$ cat src/rtl/wb_semver_regbank_pkg.sv
// Shared types and helpers for the semantic-version register bank.
//  - semver_word(): packs major/minor/patch into the 32-bit version word
//  - VERSION_WORD_ADR: word address of the read-only version register
//  - wb_req_t: captured write request (address, data, byte lanes, direction)
package wb_semver_regbank_pkg;

  localparam int VERSION_WORD_ADR = 0;

  // Captured addresses are stored at the widest address the bank can use
  // (NREGS up to 255 plus the version word fits in 8 bits).
  localparam int REQ_ADR_W = 8;

  typedef struct packed {
    logic [REQ_ADR_W-1:0] adr;
    logic [31:0]          dat;
    logic [3:0]           sel;
    logic                 we;
  } wb_req_t;

  function automatic logic [31:0] semver_word(input logic [7:0] major,
                                              input logic [7:0] minor,
                                              input logic [7:0] patch);
    return {8'h00, major, minor, patch};
  endfunction

endpackage

$ cat src/rtl/wb_semver_regbank_if.sv
// Wishbone-classic bus bundle between an interconnect master and this slave.
// Signal suffixes are from the slave's point of view.
//  master modport: drives cyc/stb/adr/sel/we/dat_i, observes ack/err/rty/stall/dat_o
//  slave  modport: the reverse
interface wb_semver_regbank_if #(
  parameter int ADR_W = 3
);
  logic             wb_cyc_i;
  logic             wb_stb_i;
  logic [ADR_W-1:0] wb_adr_i;
  logic [3:0]       wb_sel_i;
  logic             wb_we_i;
  logic [31:0]      wb_dat_i;
  logic             wb_ack_o;
  logic             wb_err_o;
  logic             wb_rty_o;
  logic             wb_stall_o;
  logic [31:0]      wb_dat_o;

  modport master (
    output wb_cyc_i, wb_stb_i, wb_adr_i, wb_sel_i, wb_we_i, wb_dat_i,
    input  wb_ack_o, wb_err_o, wb_rty_o, wb_stall_o, wb_dat_o
  );

  modport slave (
    input  wb_cyc_i, wb_stb_i, wb_adr_i, wb_sel_i, wb_we_i, wb_dat_i,
    output wb_ack_o, wb_err_o, wb_rty_o, wb_stall_o, wb_dat_o
  );
endinterface

$ cat src/rtl/wb_semver_regbank_tracker.sv
// Read/write-in-progress tracker for a pipelined Wishbone slave.
// Accepts a request when cyc&stb are high and nothing is in flight, and
// holds off re-acceptance until the slave's ack/err cycle has passed.
//  clk_i, rst_i : clock, synchronous active-high reset
//  cyc_i, stb_i, we_i : bus request qualifiers
//  done_i       : registered ack|err of the owning slave
//  rd_req_o     : 1-cycle pulse, read accepted this cycle
//  wr_req_o     : 1-cycle pulse, write accepted this cycle
module wb_semver_regbank_tracker (
  input  logic clk_i,
  input  logic rst_i,
  input  logic cyc_i,
  input  logic stb_i,
  input  logic we_i,
  input  logic done_i,
  output logic rd_req_o,
  output logic wr_req_o
);
  logic rip_q, rip_d;
  logic wip_q, wip_d;
  logic accept;

  assign accept   = cyc_i & stb_i & ~rip_q & ~wip_q;
  assign rd_req_o = accept & ~we_i;
  assign wr_req_o = accept &  we_i;

  // A tracker clears on the edge that ends the response cycle, so the master
  // still holding stb during ack is not mistaken for a new request.
  always_comb begin
    rip_d = rip_q;
    wip_d = wip_q;
    if (done_i) begin
      rip_d = 1'b0;
      wip_d = 1'b0;
    end
    if (rd_req_o) rip_d = 1'b1;
    if (wr_req_o) wip_d = 1'b1;
  end

  always_ff @(posedge clk_i) begin
    if (rst_i) begin
      rip_q <= 1'b0;
      wip_q <= 1'b0;
    end else begin
      rip_q <= rip_d;
      wip_q <= wip_d;
    end
  end
endmodule

$ cat src/rtl/wb_semver_regbank.sv
// Wishbone-classic slave: NREGS byte-maskable RW control registers at words
// 1..NREGS plus a read-only semantic-version word at word 0.
//  clk_i, rst_i : clock, synchronous active-high reset
//  wb           : slave side of the Wishbone bundle
//  regs_o       : register i at [32*i+31:32*i]
//  wr_stb_o     : 1-cycle pulse per register, cycle after it was written
// Reads respond one cycle after acceptance; writes are captured, applied the
// next cycle and acknowledged the cycle after that.
module wb_semver_regbank
  import wb_semver_regbank_pkg::*;
#(
  parameter int          NREGS        = 4,
  parameter int          ADR_W        = 3,
  parameter int          VER_MAJOR    = 1,
  parameter int          VER_MINOR    = 2,
  parameter int          VER_PATCH    = 3,
  parameter logic [31:0] RESET_VAL    = 32'h0,
  parameter int          ERR_ON_UNMAP = 1
) (
  input  logic                  clk_i,
  input  logic                  rst_i,
  wb_semver_regbank_if.slave    wb,
  output logic [NREGS*32-1:0]   regs_o,
  output logic [NREGS-1:0]      wr_stb_o
);
  localparam logic [31:0] VERSION =
    semver_word(8'(VER_MAJOR), 8'(VER_MINOR), 8'(VER_PATCH));
  localparam bit ERR_EN = (ERR_ON_UNMAP != 0);

  function automatic logic is_mapped(input logic [REQ_ADR_W-1:0] a);
    return a <= REQ_ADR_W'(NREGS);
  endfunction

  logic                 rd_req, wr_req;
  logic                 ack_q, ack_d;
  logic                 err_q, err_d;
  logic [31:0]          dat_q, dat_d;
  wb_req_t              d0_q;
  logic                 d0_vld_q;
  logic [ADR_W-1:0]     bus_adr;
  logic [REQ_ADR_W-1:0] rd_adr;
  logic                 rd_mapped, wr_mapped, wr_vld;
  logic [31:0]          rd_data;

  wb_semver_regbank_tracker u_tracker (
    .clk_i   (clk_i),
    .rst_i   (rst_i),
    .cyc_i   (wb.wb_cyc_i),
    .stb_i   (wb.wb_stb_i),
    .we_i    (wb.wb_we_i),
    .done_i  (ack_q | err_q),
    .rd_req_o(rd_req),
    .wr_req_o(wr_req)
  );

  assign bus_adr   = wb.wb_adr_i;
  assign rd_adr    = REQ_ADR_W'(bus_adr);
  assign rd_mapped = is_mapped(rd_adr);
  assign wr_vld    = d0_vld_q & d0_q.we;
  assign wr_mapped = is_mapped(d0_q.adr);

  // Write capture stage: the request is applied one cycle after acceptance.
  always_ff @(posedge clk_i) begin
    if (rst_i) begin
      d0_vld_q <= 1'b0;
      d0_q     <= '0;
    end else begin
      d0_vld_q <= wr_req;
      if (wr_req) begin
        d0_q.adr <= rd_adr;
        d0_q.dat <= wb.wb_dat_i;
        d0_q.sel <= wb.wb_sel_i;
        d0_q.we  <= 1'b1;
      end
    end
  end

  genvar gi;
  generate
    for (gi = 0; gi < NREGS; gi++) begin : g_reg
      logic [31:0] reg_q;
      logic        stb_q;
      logic        hit;

      assign hit = wr_vld & (d0_q.adr == REQ_ADR_W'(gi + 1));

      // sel=0 still counts as a write: the strobe pulses, no byte changes.
      always_ff @(posedge clk_i) begin
        if (rst_i) begin
          reg_q <= RESET_VAL;
          stb_q <= 1'b0;
        end else begin
          stb_q <= hit;
          for (int k = 0; k < 4; k++) begin
            if (hit && d0_q.sel[k]) reg_q[8*k +: 8] <= d0_q.dat[8*k +: 8];
          end
        end
      end

      assign regs_o[32*gi +: 32] = reg_q;
      assign wr_stb_o[gi]        = stb_q;
    end
  endgenerate

  // Read mux; unmapped words read as zero.
  always_comb begin
    rd_data = '0;
    if (rd_adr == REQ_ADR_W'(VERSION_WORD_ADR)) rd_data = VERSION;
    for (int i = 0; i < NREGS; i++) begin
      if (rd_adr == REQ_ADR_W'(i + 1)) rd_data = regs_o[32*i +: 32];
    end
  end

  // Reads and write completions cannot coincide: the tracker blocks any
  // acceptance while a write sits in the capture stage.
  always_comb begin
    ack_d = (rd_req & (rd_mapped | ~ERR_EN)) | (wr_vld & (wr_mapped | ~ERR_EN));
    err_d = ERR_EN & ((rd_req & ~rd_mapped) | (wr_vld & ~wr_mapped));
    dat_d = rd_req ? rd_data : 32'h0;
  end

  always_ff @(posedge clk_i) begin
    if (rst_i) begin
      ack_q <= 1'b0;
      err_q <= 1'b0;
      dat_q <= '0;
    end else begin
      ack_q <= ack_d;
      err_q <= err_d;
      dat_q <= dat_d;
    end
  end

  assign wb.wb_ack_o   = ack_q;
  assign wb.wb_err_o   = err_q;
  assign wb.wb_rty_o   = 1'b0;
  assign wb.wb_dat_o   = dat_q;
  assign wb.wb_stall_o = wb.wb_cyc_i & wb.wb_stb_i & ~(ack_q | err_q);
endmodule
$ cat src/flat_wrapper.sv
// flat-port wrapper written by rule: the top's interface ports become plain ports
module wb_semver_regbank_flat import wb_semver_regbank_pkg::*;
#(
  parameter int          NREGS        = 4,
  parameter int          ADR_W        = 3,
  parameter int          VER_MAJOR    = 1,
  parameter int          VER_MINOR    = 2,
  parameter int          VER_PATCH    = 3,
  parameter logic [31:0] RESET_VAL    = 32'h0,
  parameter int          ERR_ON_UNMAP = 1
)
  (clk_i, rst_i, regs_o, wr_stb_o, wb_wb_cyc_i, wb_wb_stb_i, wb_wb_adr_i, wb_wb_sel_i, wb_wb_we_i, wb_wb_dat_i, wb_wb_ack_o, wb_wb_err_o, wb_wb_rty_o, wb_wb_stall_o, wb_wb_dat_o);
  wb_semver_regbank_if #(.ADR_W(ADR_W)) wb_i ();
  input  logic clk_i;
  input  logic rst_i;
  output logic [NREGS*32-1:0] regs_o;
  output logic [NREGS-1:0] wr_stb_o;
  input wire logic [$bits(wb_i.wb_cyc_i)-1:0] wb_wb_cyc_i;
  input wire logic [$bits(wb_i.wb_stb_i)-1:0] wb_wb_stb_i;
  input wire logic [$bits(wb_i.wb_adr_i)-1:0] wb_wb_adr_i;
  input wire logic [$bits(wb_i.wb_sel_i)-1:0] wb_wb_sel_i;
  input wire logic [$bits(wb_i.wb_we_i)-1:0] wb_wb_we_i;
  input wire logic [$bits(wb_i.wb_dat_i)-1:0] wb_wb_dat_i;
  output wire logic [$bits(wb_i.wb_ack_o)-1:0] wb_wb_ack_o;
  output wire logic [$bits(wb_i.wb_err_o)-1:0] wb_wb_err_o;
  output wire logic [$bits(wb_i.wb_rty_o)-1:0] wb_wb_rty_o;
  output wire logic [$bits(wb_i.wb_stall_o)-1:0] wb_wb_stall_o;
  output wire logic [$bits(wb_i.wb_dat_o)-1:0] wb_wb_dat_o;
  assign wb_i.wb_cyc_i = wb_wb_cyc_i;
  assign wb_i.wb_stb_i = wb_wb_stb_i;
  assign wb_i.wb_adr_i = wb_wb_adr_i;
  assign wb_i.wb_sel_i = wb_wb_sel_i;
  assign wb_i.wb_we_i = wb_wb_we_i;
  assign wb_i.wb_dat_i = wb_wb_dat_i;
  assign wb_wb_ack_o = wb_i.wb_ack_o;
  assign wb_wb_err_o = wb_i.wb_err_o;
  assign wb_wb_rty_o = wb_i.wb_rty_o;
  assign wb_wb_stall_o = wb_i.wb_stall_o;
  assign wb_wb_dat_o = wb_i.wb_dat_o;
  wb_semver_regbank #(.NREGS(NREGS), .ADR_W(ADR_W), .VER_MAJOR(VER_MAJOR), .VER_MINOR(VER_MINOR), .VER_PATCH(VER_PATCH), .RESET_VAL(RESET_VAL), .ERR_ON_UNMAP(ERR_ON_UNMAP)) u_core (.clk_i(clk_i), .rst_i(rst_i), .wb(wb_i), .regs_o(regs_o), .wr_stb_o(wr_stb_o));
endmodule
$ cat config.mk
export PLATFORM = sky130hd
export DESIGN_NAME = wb_semver_regbank_flat
export DESIGN_NICKNAME = d
export VERILOG_FILES = /design/src/rtl/wb_semver_regbank_pkg.sv /design/src/rtl/wb_semver_regbank_if.sv /design/src/rtl/wb_semver_regbank_tracker.sv /design/src/rtl/wb_semver_regbank.sv /design/src/flat_wrapper.sv
export SDC_FILE = /design/constraint.sdc
export NUM_CORES = 1
export LEC_CHECK = 0
export CAP_MARGIN = 15
export CORE_MARGIN = 2
export CORE_UTILIZATION = 30
export DETAILED_ROUTE_END_ITERATION = 6
export DONT_BUFFER_PORTS = 1
export PLACE_DENSITY = 0.53
export SLEW_MARGIN = 20
export SYNTH_ARGS = -nofsm -noshare
export SYNTH_HDL_FRONTEND = slang
export SYNTH_SLANG_ARGS = --single-unit
$ cat constraint.sdc
create_clock -name clk_i -period 2.6 [get_ports clk_i]
set_input_delay 0.26 -clock clk_i [delete_from_list [all_inputs] [get_ports clk_i]]
set_output_delay 0.26 -clock clk_i [all_outputs]
set_load 0.1 [all_outputs]
==> results_dict.tcl, run 1 <==
set metrics [dict create \
    outcome "completed" \
    ys_top_cells_by_area "dfxtp_1 (47%), mux2i_1 (17%), nand2b_1 (12%), nand4b_1 (3.9%), o211a_1 (2.7%)" \
    period_minus_slack_ps 2000 \
    wl_um 27900 \
    yosys.area_share.simple 0.214 \
    seq_area_frac_synth 0.473 \
    start_kind "flop" \
    drc 0 \
    grt.busiest_layer "met2" \
    cts_tree "built" \
    io_buffers 0 \
    hold_viol_final 0 \
    numClockSinks 209 \
    endpoint_kind "output port" \
    die_area_um2 30900 \
    rows 62 \
    post-route-period-util 0.768 \
    use_met2 0.287 \
    ant_nets 0 \
    yosys_warnings 0 \
    htree_levels 1 \
    num_vias 6777 \
    synth_ff_type "dfxtp_1" \
    cts_root_buf "clkbuf_16" \
    worst_slack_ps 602 \
    drv_cap 0 \
    grt_max_degree 182 \
    synth_fa_ha_area_frac 0 \
    dr.pass1.iters 5 \
    grt_util_met1 0.226 \
    start_util 0.307 \
    post-place-ws_ps 756 \
    drv_slew 0 \
    ys_seq_elements 209 \
    final_layout_size_suffix_gt1_frac 0.202 \
    cts_made_buffers 25 \
    synthesis.area_um2 8850 \
    timing.rr.end "u_core.d0_q[3]" \
    antenna_found_initial 0 \
    dp_hpwl_um 17800 \
    io_pins 212 \
    synthArstFlopShare 0 \
    synth_commonest_cells "dfxtp_1 (209), nand2b_1 (171), mux2i_1 (152), nand4b_1 (39), clkbuf_1 (38)" \
    use_met3 0.0511 \
    grt_setup_unrepaired "no" \
    cp_data_required_time_ps 2340 \
    yosysUniqueCellTypes 38 \
    synthXorXnorAreaFrac 0 \
    worstSetupStartpoint "u_core.wb.wb_err_o" \
    holdWs_ps 39.4 \
    grtUsageTotal 0.175 \
    yosysMostFrequentCell "dfxtp_1" \
    synth_edf_count 0 \
    avgSynthCellArea_um2 10.4 \
    max_freq_ghz 0.501 \
    p_leak_uw 0.00502 \
    clk_pin_slew_ps 60 \
    wl_per_cell_um 20.1 \
    layout.nets 1030 \
    finalSetupTns_ps 0 \
    ctsHoldBuffers 41 \
    vias_per_cell 4.89 \
    setup_viol 0 \
    die_h_um 176 \
    p_per_area_nw_per_um2 612 \
    skew_ps 9.04 \
    synth_compound_area_frac 0.0870 \
    grt_pass1_wl_um 42000 \
    holdPathStages 2 \
    synth_top_family_by_area "simple AND/OR/NAND/NOR gates" \
    overflow 0 \
    min_from "wb_wb_we_i" \
    drtIter0Drc 360 \
    postCtsSetupBuffers 0 \
    clk-insertion-delay-late_ps 520 \
    path_max_fanout 3 \
    clock_path_buffers 3 \
    slew_headroom 0.310 \
    routabilityCongestion 0.720 \
    yosysTopAreaCell "dfxtp_1" \
    critPathArrivalTime_ps 1740 \
    grt_pass1_vias 6720 \
    core-area_um2 28900 \
    vdd_ir_drop_max_mv 0.414 \
    reg2reg_slack_ps 760 \
    antennaDiodeCount 0 \
    total_power_uw 6870 \
    die_x_um 176 \
    r2r_cells 4 \
    syn2layout_area_growth_pct 26.8 \
    synth_top_area_share 0.473 \
    regToRegStartpoint "u_core.u_tracker.rip_q" \
    synthCells 851 \
    post_synth_mux_area_share 0.182 \
    cts_resized 0 \
    worstMarginPinSlew_ps 1040 \
    critical_path_class "flop to output port" \
    syn_nets 895 \
    min_to "u_core.d0_q[3]" \
    hp-class "primary input to flop" \
]
[worst max-delay path, cell delays in order, from the launching register on]
cell and delay [ps]:
dfxtp_1 300, buf_4 220, nor2_1 230, and3_1 180
buf_4 280
[sequential cells by signal (all words and copies together) (netlist names)]
signal                  cells
u_core.u_tracker.rip_q      1
u_core.g.stb_q              4
u_core.wb.wb_err_o          1
u_core.d0_q                40
u_core.u_tracker.wip_q      1
u_core.g.reg_q            128
u_core.wb.wb_ack_o          1
u_core.wb.wb_dat_o         32
u_core.d0_vld_q             1
[how the worst max path moves through the flow]
stage	to	slack [ps]
finish	wb_wb_stall_o	600
global route	wb_wb_stall_o	560
CTS	wb_wb_stall_o	590
detailed placement	u_core.d0_q[3]	760
global placement	u_core.d0_q[3]	790
floorplan	wb_wb_stall_o	620
[routing by layer]
metal | vias to the layer above | wire [um] | share of wire
met5 | - | 0 | 0
met4 | 0 | 625 | 0.022
met3 | 42 | 2240 | 0.081
met2 | 218 | 12900 | 0.46
met1 | 3253 | 12100 | 0.43
li1 | 3264 | - | -
[power by group]
group	internal [uW]	switching, uW	leakage (uW)
logic	144	186	0.00296
registers	3230	31.1	0.00169
clock network	1940	1340	0.000377
total	5310	1560	0.00502
[logic make-up (layout without fill, tap and decap cells)]
logic type | after synthesis | after routing
and+or+nand+nor | 301 | 301
DFF | 209 | 209
muxes | 160 | 160
AOI/OAI and AO/OA | 103 | 103
buffers and inverters | 77 | 229
other | 1 | 1
[cells in the final DEF (no fill, tap or decap), types with 4 or more instances in the layout]
cell type	instances
nand2_2	12
clkbuf_1	9
nor2b_1	6
and3_1	5
nand3b_1	5
o221ai_1	24
o21ai_1	4
clkbuf_8	6
o211a_1	24
nand2_1	31
mux2_2	8
clkbuf_16	25
buf_4	142
clkinv_2	4
nand4b_1	39
mux2i_1	152
a222oi_1	4
nor2_1	18
a311oi_1	4
a21oi_1	4
dlygate4sd3_1	39
nand2b_1	171
dfxtp_1	209
o21ai_0	36
[metrics by stage]
stage	std cells	util	instance area [um^2]
final	1387	0.389	11200
after global routing	1387	0.389	11200
after CTS	1387	0.389	11200
after detailed placement	1302	0.347	10000
after global placement	1302	0.347	10000
after floorplan	851	-	8850
[cell type report]
cell class | count | area [um^2]
fillers | 2887 | 17600
multi-input cells | 565 | 4280
flip-flops and latches | 209 | 4180
repair buffers | 183 | 1500
clock buffers | 40 | 742
well taps | 384 | 480
clock inverters | 4 | 20.0
inverters | 2 | 7.51
Power figures use the tool's default switching activity.
==> run 2, diff against run 1 <==
--- a/config.mk
+++ b/config.mk
@@ -5,12 +5,13 @@
 export SDC_FILE = /design/constraint.sdc
 export NUM_CORES = 1
 export LEC_CHECK = 0
+export ABC_AREA = 1
 export CAP_MARGIN = 15
 export CORE_MARGIN = 2
 export CORE_UTILIZATION = 30
 export DETAILED_ROUTE_END_ITERATION = 6
 export DONT_BUFFER_PORTS = 1
-export PLACE_DENSITY = 0.53
+export PLACE_DENSITY = 0.54
 export SLEW_MARGIN = 20
 export SYNTH_ARGS = -nofsm -noshare
 export SYNTH_HDL_FRONTEND = slang
==> constraint.sdc (replaced) <==
create_clock -name clk_i -period 1.7 [get_ports clk_i]
set_input_delay 0.17 -clock clk_i [delete_from_list [all_inputs] [get_ports clk_i]]
set_output_delay 0.17 -clock clk_i [all_outputs]
set_load 0.1 [all_outputs]
==> results_dict.tcl, run 2 <==
set metrics [dict create \
    skew_ps 6.46 \
    drtIter0Drc 653 \
    die_h_um 175 \
    cts_root_buf "clkbuf_16" \
    stdcell_count 1768 \
    min_from "rst_i" \
    grt_pass1_vias 8406 \
    yosys_warnings 0 \
    p_leak_uw 0.00479 \
    slew_headroom 0.581 \
    grt_setup_unrepaired "no" \
    die_area_um2 30700 \
    synth_edf_count 0 \
    ant_nets 0 \
    grtUsageTotal 0.212 \
    wl_per_cell_um 18.9 \
    largest_register "u_core.g.reg_q" \
    start_util 0.305 \
    overflow 0 \
    avgSynthCellArea_um2 7.15 \
    endpoint_kind "output port" \
    start_kind "flop" \
    syn_nets 1274 \
    final_common_cell "nand2_1" \
    seq_area_frac_synth 0.476 \
    cts_made_buffers 24 \
    dr.pass1.iters 5 \
    numClockSinks 209 \
    grt_max_degree 144 \
    layout_common_cells "nand2_1 (382), dfxtp_1 (206), buf_4 (199)" \
    io_buffers 0 \
    yosysMostFrequentCell "nand2_1" \
    hp-class "primary input to flop" \
    clock_path_buffers 3 \
    seq_area_um2 4190 \
    ys_top_cells_by_area "dfxtp_1 (48%), nand2_1 (16%), nand4_1 (12%), a21oi_1 (7.7%), nor2_1 (6.4%)" \
    critPathArrivalTime_ps 1500 \
    final_layout_size_suffix_gt1_frac 0.198 \
    largest_register_ffs 128 \
    clk-insertion-delay-late_ps 520 \
    syn2layout_area_growth_pct 29.9 \
    path_max_fanout 3 \
    fin_util 0.397 \
    vias_per_cell 5.08 \
    holdWs_ps -255 \
    critical_path_class "flop to output port" \
    synth_commonest_cells "nand2_1 (383), dfxtp_1 (209), nand4_1 (172), nor2_1 (150), a21oi_1 (135)" \
    max_freq_ghz 0.599 \
    regToRegStartpoint "u_core.d0_q[0]" \
    synthesis.area_um2 8790 \
    synth_ff_type "dfxtp_1" \
    drv_slew 0 \
    dp_hpwl_um 21700 \
    routabilityCongestion 0.823 \
    post-route-period-util 0.982 \
    synthArstFlopShare 0 \
    synth_top_area_share 0.476 \
    clk_pin_slew_ps 60 \
    ys_seq_elements 209 \
    wl_um 33400 \
    p_per_area_nw_per_um2 941 \
    violations "hold timing" \
    layout.nets 1414 \
    vdd_ir_drop_max_mv 0.463 \
    antenna_found_initial 1 \
    cp_data_required_time_ps 1530 \
    htree_levels 1 \
    drv_cap 0 \
    multiInputGateArea_um2 4050 \
    finalSetupTns_ps 0 \
    ctsHoldBuffers 8 \
    grt_pass1_wl_um 50500 \
    core-area_um2 28800 \
    synthCells 1230 \
    setup_viol 0 \
    fillers 2971 \
    io_pins 212 \
    die_x_um 175 \
    yosysUniqueCellTypes 20 \
    worstSetupStartpoint "u_core.wb.wb_err_o" \
    cts_tree "built" \
    num_vias 8976 \
    hold_viol_final 139 \
    rows 62 \
    worstMarginPinSlew_ps 629 \
    outcome "finished, violations left" \
    placed_cells_incl_taps 1720 \
    yosysTopAreaCell "dfxtp_1" \
    period_minus_slack_ps 1670 \
    drc 0 \
]
run 2: cell count changes after synthesis, sizes merged, moves of 39 or more:
cell / change
nand2: +340
nand2b: -171
nand4: +171
mux2i: -152
nor2: +137
a21oi: +131
inv: +43
nand4b: -39
run 2: cell families (layout without fill, tap and decap cells):
| logic type | Yosys count | count (layout) | synth area share |
|---|---|---|---|
| buffers and inverters | 147 | 300 | 0.0750 |
| DFF | 209 | 209 | 0.476 |
| AOI/OAI and AO/OA | 141 | 141 | 0.0803 |
| and+or+nand+nor | 732 | 732 | 0.368 |
| other | 1 | 2 | 0.000427 |
run 2: stage by stage:
stage	total power (uW)	worst slack (ps)	cell area (um^2)
after detailed placement	5660	25.0	10500
after global routing	11100	0.516	11400
final	10700	29.8	11400
after floorplan	5520	186	8810
after global placement	5650	63.4	10500
after CTS	10800	16.0	11400
run 2: final cells by class:
type | instances | share of cell area
antenna | 1 | 0.000219
sequential | 209 | 0.367
multi-input combinational | 874 | 0.354
inverter | 45 | 0.0148
clock buffer | 32 | 0.0597
clock inverter | 7 | 0.00745
timing repair buffer | 216 | 0.155
tap | 384 | 0.0421
run 2: critical path, stage by stage, from the launching register on:
cell,delay (ps)
dfxtp_2,730
nor3_4,50
buf_6,200
run 2: layer usage:
metal | wire length [um] | track usage | vias to the layer above
met5 | 0 | 0 | -
met3 | 2610 | 0.0470 | 65
met4 | 1080 | 0.0785 | 0
li1 | - | - | 4387
met1 | 14800 | 0.287 | 4193
met2 | 14900 | 0.329 | 331
run 2: final timing paths:
check | endpoint | slack (ps) | depth (start not counted)
setup / recovery | wb_wb_stall_o | 30 | 2
hold / removal | u_core.g_reg[0].stb_q | -250 | 1
setup reg to reg | u_core.g_reg[2].reg_q[11] | 130 | 6
hold reg to reg | u_core.g_reg[2].reg_q[20] | 480 | 2
run 2: timing repair:
action | CTS | global route
resized for setup | 1 | 11
hold endpoints to repair | 186 | 139
endpoints found under the setup margin | 1 | 40
setup buffers | 0 | 0
run 2: where the power goes:
group	internal [uW]	switching, uW	leakage, uW
clock network	3080	2030	0.000382
logic	157	461	0.00272
registers	4940	63.8	0.00169
==> run 3, diff against run 2 <==
--- a/config.mk
+++ b/config.mk
@@ -5,7 +5,7 @@
 export SDC_FILE = /design/constraint.sdc
 export NUM_CORES = 1
 export LEC_CHECK = 0
-export ABC_AREA = 1
+export ABC_AREA = 0
 export CAP_MARGIN = 15
 export CORE_MARGIN = 2
 export CORE_UTILIZATION = 30
==> results_dict.tcl, run 3 (synthesis results as in run 1) <==
set metrics [dict create \
    outcome "finished, violations left" \
    violations "hold timing" \
    largest_register "u_core.g.reg_q" \
    holdWs_ps -14.3 \
    hp-class "primary input to flop" \
    drtIter0Drc 449 \
    swShare 0.228 \
    grt_pass1_wl_um 45700 \
    io_pins 212 \
    grt_pass1_vias 7437 \
    clk_pin_slew_ps 60 \
    rows 62 \
    cts_tree "built" \
    syn2layout_area_growth_pct 38.3 \
    drc 0 \
    vdd_ir_drop_max_mv 0.586 \
    final_layout_size_suffix_gt1_frac 0.225 \
    finalSetupTns_ps 0 \
    die_x_um 176 \
    reg2reg_slack_ps 110 \
    io_buffers 0 \
    clk-insertion-delay-late_ps 510 \
    layout_common_cells "dfxtp_1 (207), buf_4 (181), nand2b_1 (171)" \
    critPathArrivalTime_ps 1460 \
    cp_data_required_time_ps 1530 \
    overflow 0 \
    wl_um 30000 \
    p_leak_uw 0.00536 \
    slew_headroom 0.648 \
    netSwitchingPower_uw 2430 \
    die_h_um 176 \
    final_common_cell "dfxtp_1" \
    worstMarginPinSlew_ps 526 \
    die_area_um2 30900 \
    start_util 0.307 \
    largest_register_ffs 128 \
    layout.nets 1135 \
    grt_max_degree 138 \
    start_kind "flop" \
    pwr-share-clk 0.480 \
    max_freq_ghz 0.615 \
    cts_root_buf "clkbuf_16" \
    grtUsageTotal 0.190 \
    path_max_fanout 3 \
    internal_power_uw 8240 \
    numClockSinks 209 \
    drv_slew 0 \
    hold_viol_final 4 \
    skew_ps 10.1 \
    clock_path_buffers 3 \
    htree_levels 1 \
    dp_hpwl_um 18000 \
    dr.pass1.iters 6 \
    drv_cap 0 \
    postCtsSetupBuffers 0 \
    num_vias 7320 \
    period_minus_slack_ps 1630 \
    ant_nets 0 \
    wl_per_cell_um 20.1 \
    p_seq_frac 0.465 \
    grt_setup_unrepaired "no" \
    power_frac_comb 0.055 \
    critical_path_class "flop to output port" \
    core-area_um2 28900 \
    vias_per_cell 4.91 \
    routabilityCongestion 0.767 \
    cts_made_buffers 25 \
    fin_util 0.424 \
    endpoint_kind "output port" \
    setup_viol 0 \
    antenna_found_initial 2 \
    p_per_area_nw_per_um2 872 \
    post-route-period-util 0.956 \
]
## run 3: what timing repair did
item                                   CTS  global route
pin swaps                                1             0
hold buffers                           104             0
setup endpoints to repair                1             1
endpoints found under the hold margin  207             0
resized for setup                        2             1
## run 3: path summary, 6_finish.rpt
path | from | to | depth (start not counted)
setup / recovery | u_core.wb.wb_err_o | wb_wb_stall_o | 2
hold / removal | rst_i | u_core.g_reg[1].reg_q[19] | 2
setup reg to reg | u_core.u_tracker.wip_q | u_core.wb.wb_ack_o | 4
hold reg to reg | u_core.u_tracker.wip_q | u_core.u_tracker.wip_q | 2
## run 3: final cells by class
type,count,area [um^2]
well taps,384,480
clock inverters,4,48.8
repair buffers,288,2500
flip-flops and latches,209,4190
clock buffers,37,721
fillers,2825,16600
inverters,2,7.51
multi-input cells,565,4290
diodes,2,5.00
## run 3: power groups by stage
stage	registers, uW	logic, uW	clock network, uW
CTS	4960	581	5220
floorplan	5090	359	0
detailed placement	5070	392	0
finish	4960	583	5120
global placement	5060	389	0
global route	4960	616	5410
## run 3: through the flow
step	power, uW	instance area (um^2)	hold slack (ps)	setup slack (ps)	cells
finish	10700	12200	-14.3	74.3	1491
global route	11000	12200	24.0	28.8	1490
floorplan	5450	8850	336	14.9	851
detailed placement	5460	10400	263	189	1344
CTS	10800	12200	3.77	35.4	1489
global placement	5450	10400	276	203	1344
## run 3: worst max-delay path, cell delays in order, from the launching register on
cell and delay (ps):
dfxtp_2 330, nor2_2 200, and3_4 420
## run 3: routing by layer
metal / up-vias / wire length (um) / track usage
met5: - / 0 / 0
met4: 0 / 802 / 0.0579
met3: 50 / 2220 / 0.0509
met2: 245 / 13900 / 0.318
met1: 3543 / 13100 / 0.240
li1: 3482 / - / -
